===== src/rtl/tri_pack_pkg.sv =====
// Shared types and sizing helpers for the triangular-pack loader.
// tri_base(ch) is the first packed slot of channel ch; tri_width gives the packed width.
package tri_pack_pkg;

  typedef enum logic [1:0] {
    IDLE = 2'd0,
    FILL = 2'd1,
    DONE = 2'd2
  } state_e;

  function automatic int tri_base(input int ch);
    return (ch * (ch + 1)) / 2;
  endfunction

  function automatic int tri_width(input int n, input int w);
    return w * ((n * (n + 1)) / 2);
  endfunction

  function automatic int tri_cnt_w(input int n);
    return (n > 1) ? $clog2(n) : 1;
  endfunction

  function automatic int tri_idx_w(input int n);
    return (tri_base(n) > 1) ? $clog2(tri_base(n)) : 1;
  endfunction

endpackage


===== src/rtl/tri_pack_loader_if.sv =====
// Control, element and result signals of the triangular-pack loader.
// master drives the fill; slave is the loader itself.
interface tri_pack_loader_if
  import tri_pack_pkg::*;
#(
  parameter int N = 4,
  parameter int W = 1
);
  localparam int TOT = tri_width(N, W);

  logic           start;
  logic           abort;
  logic           mode;
  logic [W-1:0]   a;
  logic [W-1:0]   b;
  logic           s_valid;
  logic [W-1:0]   s_data;
  logic           s_ready;
  logic           busy;
  logic           done;
  logic           o_valid;
  logic [TOT-1:0] o;

  modport master (
    output start, abort, mode, a, b, s_valid, s_data,
    input  s_ready, busy, done, o_valid, o
  );

  modport slave (
    input  start, abort, mode, a, b, s_valid, s_data,
    output s_ready, busy, done, o_valid, o
  );

endinterface


===== src/rtl/tri_index_counter.sv =====
// Channel/element counters for the triangular walk; idx is the linear packed slot
// and last flags the final element of the final channel.
module tri_index_counter
  import tri_pack_pkg::*;
#(
  parameter  int N  = 4,
  localparam int CW = tri_cnt_w(N),
  localparam int IW = tri_idx_w(N)
) (
  input  logic          clk,
  input  logic          rst,
  input  logic          clear,
  input  logic          advance,
  output logic          ch_odd,
  output logic          last,
  output logic [IW-1:0] idx
);

  logic [CW-1:0] ch_r;
  logic [CW-1:0] e_r;

  // Step e through 0..ch, then move to the next channel.
  always_ff @(posedge clk) begin
    if (rst || clear) begin
      ch_r <= {CW{1'b0}};
      e_r  <= {CW{1'b0}};
    end else if (advance) begin
      if (e_r == ch_r) begin
        ch_r <= ch_r + CW'(1'b1);
        e_r  <= {CW{1'b0}};
      end else begin
        e_r  <= e_r + CW'(1'b1);
      end
    end
  end

  assign ch_odd = ch_r[0];
  assign last   = (ch_r == CW'(N - 1)) && (e_r == ch_r);
  assign idx    = IW'(tri_base(int'(ch_r)) + int'(e_r));

endmodule


===== src/rtl/tri_pack_loader.sv =====
// Sequential triangular packer: fills N channels (channel i holds i+1 elements)
// from a replicate source or a serial stream, then pulses done.
module tri_pack_loader
  import tri_pack_pkg::*;
#(
  parameter int N = 4,
  parameter int W = 1
) (
  input logic              clk,
  input logic              rst,
  tri_pack_loader_if.slave bus
);

  localparam int TOT = tri_width(N, W);
  localparam int IW  = tri_idx_w(N);

  state_e         state_r;
  logic           mode_r;
  logic [TOT-1:0] o_r;
  logic           o_valid_r;
  logic           done_r;
  logic           busy_r;

  logic           accept_s;
  logic           advance_s;
  logic           clear_s;
  logic           ch_odd_s;
  logic           last_s;
  logic [IW-1:0]  idx_s;
  logic [W-1:0]   elem_s;

  // An accept that coincides with abort is dropped, so the counters never move on it.
  always_comb begin
    accept_s = 1'b0;
    if (state_r == FILL) begin
      accept_s = !mode_r || bus.s_valid;
    end else begin
      accept_s = 1'b0;
    end
  end

  assign advance_s = accept_s && !bus.abort;
  assign clear_s   = (state_r != FILL) || bus.abort;

  // Element source: serial data, or a/b chosen by channel parity, sampled live.
  always_comb begin
    elem_s = {W{1'b0}};
    if (mode_r) begin
      elem_s = bus.s_data;
    end else if (ch_odd_s) begin
      elem_s = bus.b;
    end else begin
      elem_s = bus.a;
    end
  end

  tri_index_counter #(.N(N)) u_counter (
    .clk     (clk),
    .rst     (rst),
    .clear   (clear_s),
    .advance (advance_s),
    .ch_odd  (ch_odd_s),
    .last    (last_s),
    .idx     (idx_s)
  );

  // Control FSM with registered status outputs and the packed result register.
  always_ff @(posedge clk) begin
    if (rst) begin
      state_r   <= IDLE;
      mode_r    <= 1'b0;
      o_r       <= {TOT{1'b0}};
      o_valid_r <= 1'b0;
      done_r    <= 1'b0;
      busy_r    <= 1'b0;
    end else begin
      done_r <= 1'b0;
      case (state_r)
        IDLE: begin
          if (bus.start && !bus.abort) begin
            mode_r    <= bus.mode;
            o_r       <= {TOT{1'b0}};
            o_valid_r <= 1'b0;
            busy_r    <= 1'b1;
            state_r   <= FILL;
          end
        end
        FILL: begin
          if (bus.abort) begin
            o_r       <= {TOT{1'b0}};
            o_valid_r <= 1'b0;
            busy_r    <= 1'b0;
            state_r   <= IDLE;
          end else if (accept_s) begin
            o_r[int'(idx_s) * W +: W] <= elem_s;
            if (last_s) begin
              done_r    <= 1'b1;
              o_valid_r <= 1'b1;
              state_r   <= DONE;
            end
          end
        end
        DONE: begin
          busy_r  <= 1'b0;
          state_r <= IDLE;
          if (bus.abort) begin
            o_r       <= {TOT{1'b0}};
            o_valid_r <= 1'b0;
          end
        end
        default: begin
          o_r       <= {TOT{1'b0}};
          o_valid_r <= 1'b0;
          busy_r    <= 1'b0;
          state_r   <= IDLE;
        end
      endcase
    end
  end

  assign bus.s_ready = (state_r == FILL) && mode_r;
  assign bus.busy    = busy_r;
  assign bus.done    = done_r;
  assign bus.o_valid = o_valid_r;
  assign bus.o       = o_r;

endmodule


===== src/flat_wrapper.sv =====
// flat-port wrapper written by rule: the top's interface ports become plain ports
module tri_pack_loader_flat import tri_pack_pkg::*;
#(
  parameter int N = 4,
  parameter int W = 1
)
  (clk, rst, bus_start, bus_abort, bus_mode, bus_a, bus_b, bus_s_valid, bus_s_data, bus_s_ready, bus_busy, bus_done, bus_o_valid, bus_o);
  tri_pack_loader_if #(.N(N), .W(W)) bus_i ();
  input logic clk;
  input logic rst;
  input wire logic [$bits(bus_i.start)-1:0] bus_start;
  input wire logic [$bits(bus_i.abort)-1:0] bus_abort;
  input wire logic [$bits(bus_i.mode)-1:0] bus_mode;
  input wire logic [$bits(bus_i.a)-1:0] bus_a;
  input wire logic [$bits(bus_i.b)-1:0] bus_b;
  input wire logic [$bits(bus_i.s_valid)-1:0] bus_s_valid;
  input wire logic [$bits(bus_i.s_data)-1:0] bus_s_data;
  output wire logic [$bits(bus_i.s_ready)-1:0] bus_s_ready;
  output wire logic [$bits(bus_i.busy)-1:0] bus_busy;
  output wire logic [$bits(bus_i.done)-1:0] bus_done;
  output wire logic [$bits(bus_i.o_valid)-1:0] bus_o_valid;
  output wire logic [$bits(bus_i.o)-1:0] bus_o;
  assign bus_i.start = bus_start;
  assign bus_i.abort = bus_abort;
  assign bus_i.mode = bus_mode;
  assign bus_i.a = bus_a;
  assign bus_i.b = bus_b;
  assign bus_i.s_valid = bus_s_valid;
  assign bus_i.s_data = bus_s_data;
  assign bus_s_ready = bus_i.s_ready;
  assign bus_busy = bus_i.busy;
  assign bus_done = bus_i.done;
  assign bus_o_valid = bus_i.o_valid;
  assign bus_o = bus_i.o;
  tri_pack_loader #(.N(N), .W(W)) u_core (.clk(clk), .rst(rst), .bus(bus_i));
endmodule

===== config.mk =====
export PLATFORM = sky130hd
export DESIGN_NAME = tri_pack_loader_flat
export DESIGN_NICKNAME = d
export VERILOG_FILES = /design/src/rtl/tri_pack_pkg.sv /design/src/rtl/tri_pack_loader_if.sv /design/src/rtl/tri_index_counter.sv /design/src/rtl/tri_pack_loader.sv /design/src/flat_wrapper.sv
export SDC_FILE = /design/constraint.sdc
export NUM_CORES = 1
export LEC_CHECK = 0
export ABC_AREA = 1
export CAP_MARGIN = 10
export CELL_PAD_IN_SITES_DETAIL_PLACEMENT = 1
export CELL_PAD_IN_SITES_GLOBAL_PLACEMENT = 1
export CORE_UTILIZATION = 37
export DETAILED_ROUTE_END_ITERATION = 7
export PLACE_DENSITY = 0.85
export SLEW_MARGIN = 20
export SYNTH_ARGS = -nofsm -noshare
export SYNTH_HDL_FRONTEND = slang
export SYNTH_SLANG_ARGS = --single-unit

===== constraint.sdc =====
create_clock -name clk -period 3.97 [get_ports clk]
set_clock_uncertainty 0.05 [all_clocks]
set_input_delay 0.794 -clock clk [delete_from_list [all_inputs] [get_ports clk]]
set_output_delay 0.794 -clock clk [all_outputs]
set_load 0.01 [all_outputs]

## Word level (Yosys, flattened, before mapping)

Index checks and enable logic that the tools add are counted.

- Register bits after elaboration: 20
- Input port bits: 9
- Output and inout bits: 14
- Logic and storage cells: 71

- Add/subtract/negate cells: 6
- $mul: 1
- Equality and inequality tests: 10
- Shift-type cells: 2
- Mux-type cells: 24
- Bitwise operators: 3
- Reductions and logical operators: 17

Operators by type and width:

| cell | number |
|---|---|
| 2-to-1 mux 10 bit | 4 |
| negator 4 -> 33 bit | 1 |
| variable shift 1 x 33 -> 10 bit (first input constant) | 1 |
| indexed part select 1 x 33 -> 10 bit | 1 |
| case mux 10 bit (3 select lines) | 1 |
| bitwise mux 10 bit | 1 |
| 2-to-1 mux 1 bit | 10 |
| 2-to-1 mux 2 bit | 5 |
| inequality test 3 x 2 -> 1 bit (second input constant) | 2 |
| AND reduction 2 bit | 3 |
| AND reduction 3 bit | 2 |
| multiplier 2 x 3 -> 5 bit | 1 |
| adder 2 x 1 -> 2 bit (second input constant) | 2 |
| adder 4 x 1 -> 4 bit | 1 |
| adder 4 x 3 -> 4 bit | 1 |
| equality test 2 bit (second input constant) | 2 |
| logical AND 1 bit | 4 |
| inequality test 2 x 1 -> 1 bit (second input constant) | 2 |
| inequality test 2 bit (second input constant) | 2 |
| case mux 2 bit (2 select lines) | 1 |
| AND reduction 4 bit | 1 |
| OR reduction 4 bit | 1 |
| adder 2 x 1 -> 3 bit (second input constant) | 1 |
| logical OR 1 bit | 3 |
| other kinds (8) | 10 |

## Logic depth before layout (Yosys ltp)

- Depth after elaboration: 11
- Mapped depth: 22
- Mapped depth without buffers: 22

## Hierarchy

From an unflattened synthesis, not the netlist that was laid out.

- Cell total of the unflattened synthesis: 246
- Area total of the unflattened synthesis: 1524.0 um2

Modules (own cells, without submodules):

| module | times used | cells an instance | area each (um2) | sequential area each (um2) |
|---|---|---|---|---|
| tri_pack_loader | 1 | 193 | 1152.4 | 320.3 |
| tri_index_counter | 1 | 53 | 371.6 | 80.1 |

## Worst setup path before layout

Ideal clock, no wire load.

- Kind: reg-to-reg
- Start: reg u_core.u_counter.ch_r[0]
- End: reg u_core.o_r[0], in the netlist u_core.bus.o[0]
- Library setup time: 0.064 ns
- Arrival: 2.882 ns
- Setup slack: 0.974 ns
- Stages on the path, launching flop included: 16
- Buffers on the path: 0
- Cells stage by stage: dfxtp_1 inv_1 ha_1 ha_1 xnor2_1 fa_1 inv_1 nand2_1 nor2_2 ha_1 inv_1 nand4_1 nor3_1 nor3b_1 o21ai_1 nor2_1

- Cells in the longest elaborated chain, start to end: 11
- Elaborated cells on any way between the ends: 14

Ends and longest elaborated chain:

| what | line | RTL |
|---|---|---|
| start, declared | tri_index_counter.sv:19 | `logic [CW-1:0] ch_r;` |
| start signal, assigned | tri_index_counter.sv:25 | `ch_r <= {CW{1'b0}};` |
| start signal, assigned | tri_index_counter.sv:29 | `ch_r <= ch_r + CW'(1'b1);` |
| adder 2 x 1 -> 3 bit | tri_pack_pkg.sv:12 | `return (ch * (ch + 1)) / 2;` |
| multiplier 2 x 3 -> 5 bit | tri_pack_pkg.sv:12 |  |
| AND 1 bit (no line) | - |  |
| adder 4 x 1 -> 4 bit (no line) | - |  |
| adder 4 x 3 -> 4 bit | tri_index_counter.sv:39 | `assign idx = IW'(tri_base(int'(ch_r)) + int'(e_r));` |
| negator 4 -> 33 bit | tri_pack_loader.sv:95 | `o_r[int'(idx_s) * W +: W] <= elem_s;` |
| indexed part select 1 x 33 -> 10 bit / variable shift 1 x 33 -> 10 bit (equally long branches) | tri_pack_loader.sv:95 |  |
| bitwise mux 10 bit (*) | tri_pack_loader.sv:95 |  |
| 2-to-1 mux 10 bit (*) | tri_pack_loader.sv:94 | `end else if (accept_s) begin` |
| 2-to-1 mux 10 bit (*) | tri_pack_loader.sv:89 | `if (bus.abort) begin` |
| case mux 10 bit (3 select lines) (*) | tri_pack_loader.sv:78 | `case (state_r)` |
| end signal, assigned | tri_pack_loader.sv:82 | `o_r <= {TOT{1'b0}};` |
| end signal, assigned | tri_pack_loader.sv:90 | `o_r <= {TOT{1'b0}};` |
| end signal, assigned by index | tri_pack_loader.sv:95 |  |
| end, declared | tri_pack_loader.sv:19 | `logic [TOT-1:0] o_r;` |

Mark *: on every way between the ends. The rest lies on a longest branch, timed or not. The select of a mux whose other input is x is not followed.
A chain may end at the register's enable or synchronous reset.

## Worst setup path after layout

Ends and elaborated chain as after synthesis.

==> metrics.md <==
| Metric | Value |
|---|---|
| Top Ports | `23` |
| FF/Latch Area | `~400 um2` |
| Data required, critical path | `roughly 4100 ps` |
| Critical path type | `reg2reg` |
| Post-DRT Antenna Nets | `0` |
| Inserted Clock Buffers | `3` |
| Fmax | `roughly 300 MHz` |
| Post-Syn Nets | `261` |
| Leak | `about 0.00087 uW` |
| GRT Total Usage | `0.219` |
| PortBufs | `22` |
| Register area share after synthesis | `0.268` |
| Initial antenna violation count | `0` |
| Post-route minimum period | `approximately 3300 ps` |
| First-pass GRT wire length | `between 7 and 8 mm` |
| Post-synthesis cell type count | `23` |
| Worst hold path type | `reg2reg` |
| Compound-gate portion of the synthesized area | `0.0536` |
| Clk_lat worst skew | `about 260 ps` |
| Routed wire per std cell | `between 10 and 15 um` |
| Adder-cell share of the synthesized area | `0.106` |
| P&R area growth vs syn | `21.8%` |
| Outcome | `complete, no violations` |
| Vias in the first global route | `between 1500 and 2000` |
| Hold Vio Cnt, Final | `0` |
| Fill cells | `520` |
| Post-Route WL | `around 4.1 mm` |
| NumNets Final | `~290` |
| Crit share post-route | `0.841` |
| Worst slew pin tran | `387 ps` |
| CP Data Arrival Time | `~3500 ps` |
| Design Power | `roughly 530 uW` |
| Via count | `1579` |
| CTS Hold Bufs | `0` |
| # H-tree levels | `1` |
| Pin count of the biggest net entering global routing | `13` |
| Register bit total from synthesis | `20` |
| Clock-pin slew on the worst setup and hold paths | `about 80 ps` |
| Starting Density | `0.396` |
| Die area | `about 4300 um2` |
| Startpoint Class | `flop` |
| Vias per cell | `about 5.1` |
| Core area | `between 3000 and 4000 um2` |
| RSZ-0062 raised after global routing | `no` |
| Die width | `~66 um` |
| Most common cell after layout, fill and taps aside | `nand2_1` |
| Largest family of logic cells by synthesized area | `simple AND/OR/NAND/NOR gates` |
| Layout cell share with drive strength beyond 1 | `0.0720` |
| Synth Area in Simple Gates | `0.443` |
| Chip Height | `approximately 66 um` |
| Row count | `22` |
| GR Overflow Total | `0` |
| Critical-path maximum fanout | `6` |
| Gp weighted congestion | `0.852` |
| Max capacitance violation total | `0` |
| CP endpoint kind | `flop` |
| Post-synthesis mux area share | `0` |
| Clock Path Buffers | `2` |
| CTS-repair resized insts | `0` |
| Most frequent cells in the layout | `nand2_1 (56), inv_1 (40), nor2_1 (36)` |
| Diode count | `0` |
| Root buffer cell | `clkbuf_8` |
| Slew Limit Fails | `0` |
| Synth Instances | `240` |
| Final TNS setup | `0 ps` |
| Synth Cell Area | `about 1500 um2` |
| CTS tree | `done` |
| 1st-pass router iterations | `4` |
| DRC viols | `0` |
| Post-CTS setup buffers | `0` |
| DP Wirelength | `around 3.3 mm` |
| Sink Count | `20` |
| # setup viols final | `0` |
| Average cell area after synthesis | `6.22 um2` |
| Peak VDD IR | `~0.21 mV` |
| Multi-input gate area | `917 um2` |
| Starting DRT DRC Count | `89` |
| Yosys Warn Count | `0` |
| Post-synthesis xor/xnor area fraction | `0.0117` |
| Slew margin rel. | `0.742` |
| Cell Pwr Density | `about 290 nW/um2` |
==> path summary, 6_finish.rpt <==
path / from / to / slack, ps / cells past startpoint
setup / recovery: u_core.u_counter.ch_r[0] / u_core.bus.o[0] / 630 / 18
hold / removal: u_core.bus.o[9] / u_core.bus.o[9] / 420 / 2
setup reg to reg: u_core.u_counter.ch_r[0] / u_core.bus.o[0] / 630 / 18
hold reg to reg: u_core.bus.o[9] / u_core.bus.o[9] / 420 / 2
==> power by group <==
part,internal [uW],switching (uW)
logic,57.0,82.1
registers,215,7.75
clock network,88.5,76.1
total,361,166
==> synth_stat cells <==
cell type   n  area share
nor2_4      1      0.0075
dfxtp_1    20        0.27
nor3b_1     1      0.0050
inv_2       4       0.010
nand4_1    13       0.054
nor2_2      4       0.017
nor2b_1     1      0.0042
nand2_2     2      0.0084
nor4_1      2      0.0084
nand3_2     4       0.027
nand2_1    56        0.14
a21oi_1     7       0.023
xor2_1      1      0.0059
o21ai_1     2      0.0067
o21ai_0     7       0.023
nor3_1      8       0.027
fa_1        1       0.013
nand3_1    16       0.054
xnor2_1     1      0.0059
buf_2       2      0.0067
inv_1      40        0.10
ha_1       11       0.092
nor2_1     36       0.091
==> cells by family (layout without fill, tap and decap cells) <==
family	Yosys count	count (layout)
buffers and inverters	46	70
AO/OA/AOI/OAI	16	16
XOR/XNOR	2	2
AND/OR/NAND/NOR	144	144
flip-flops	20	20
adder cells (fa/ha/maj)	12	12
==> routing by layer <==
layer / global-route usage / share of wire / vias to the layer above
met4: 0.0408 / 0.0083 / 0
met1: 0.265 / 0.46 / 738
met2: 0.398 / 0.50 / 28
met3: 0.0417 / 0.033 / 6
met5: 0 / 0 / -
li1: - / - / 807
==> registers in the layout, indices dropped and copies added (netlist names) <==
register	count
u_core.u_counter.e_r	2
u_core.bus.o_valid	1
u_core.u_counter.ch_r	2
u_core.bus.done	1
u_core.state_r	2
u_core.bus.busy	1
u_core.mode_r	1
u_core.bus.o	10
==> through the flow <==
| stage | utilization | cells | instance area [um2] | worst slack, ps | hold WS (ps) |
|---|---|---|---|---|---|
| final | 0.482 | 312 | 1820 | 632 | 419 |
| after global routing | 0.482 | 312 | 1820 | 259 | 450 |
| after CTS | 0.482 | 312 | 1820 | 597 | 424 |
| after detailed placement | 0.467 | 308 | 1760 | 624 | 409 |
| after global placement | 0.467 | 308 | 1760 | 764 | 406 |
| after floorplan | - | 240 | 1490 | 974 | 428 |
==> worst max-delay path, stage by stage (launching register included) <==
cell and delay (ps):
dfxtp_1 430, inv_1 140, ha_1 220, ha_1 300
xnor2_1 270, ha_1 290, nand2_1 70, nand2_1 60
nand2_1 60, nand2_1 110, nand2_1 90, inv_1 50
ha_1 280, inv_1 140, nand4_1 110, nor3_1 230
nor3b_1 220, o21ai_1 80, nor2_1 100
==> layout make-up <==
| cell class | instances | area share |
|---|---|---|
| clock buffer | 4 | 0.0303 |
| multi-input combinational | 174 | 0.504 |
| sequential | 20 | 0.220 |
| inverter | 44 | 0.0908 |
| timing repair buffer | 22 | 0.121 |
| tap | 48 | 0.0330 |
Note: power is estimated with default switching activity, not from simulation.
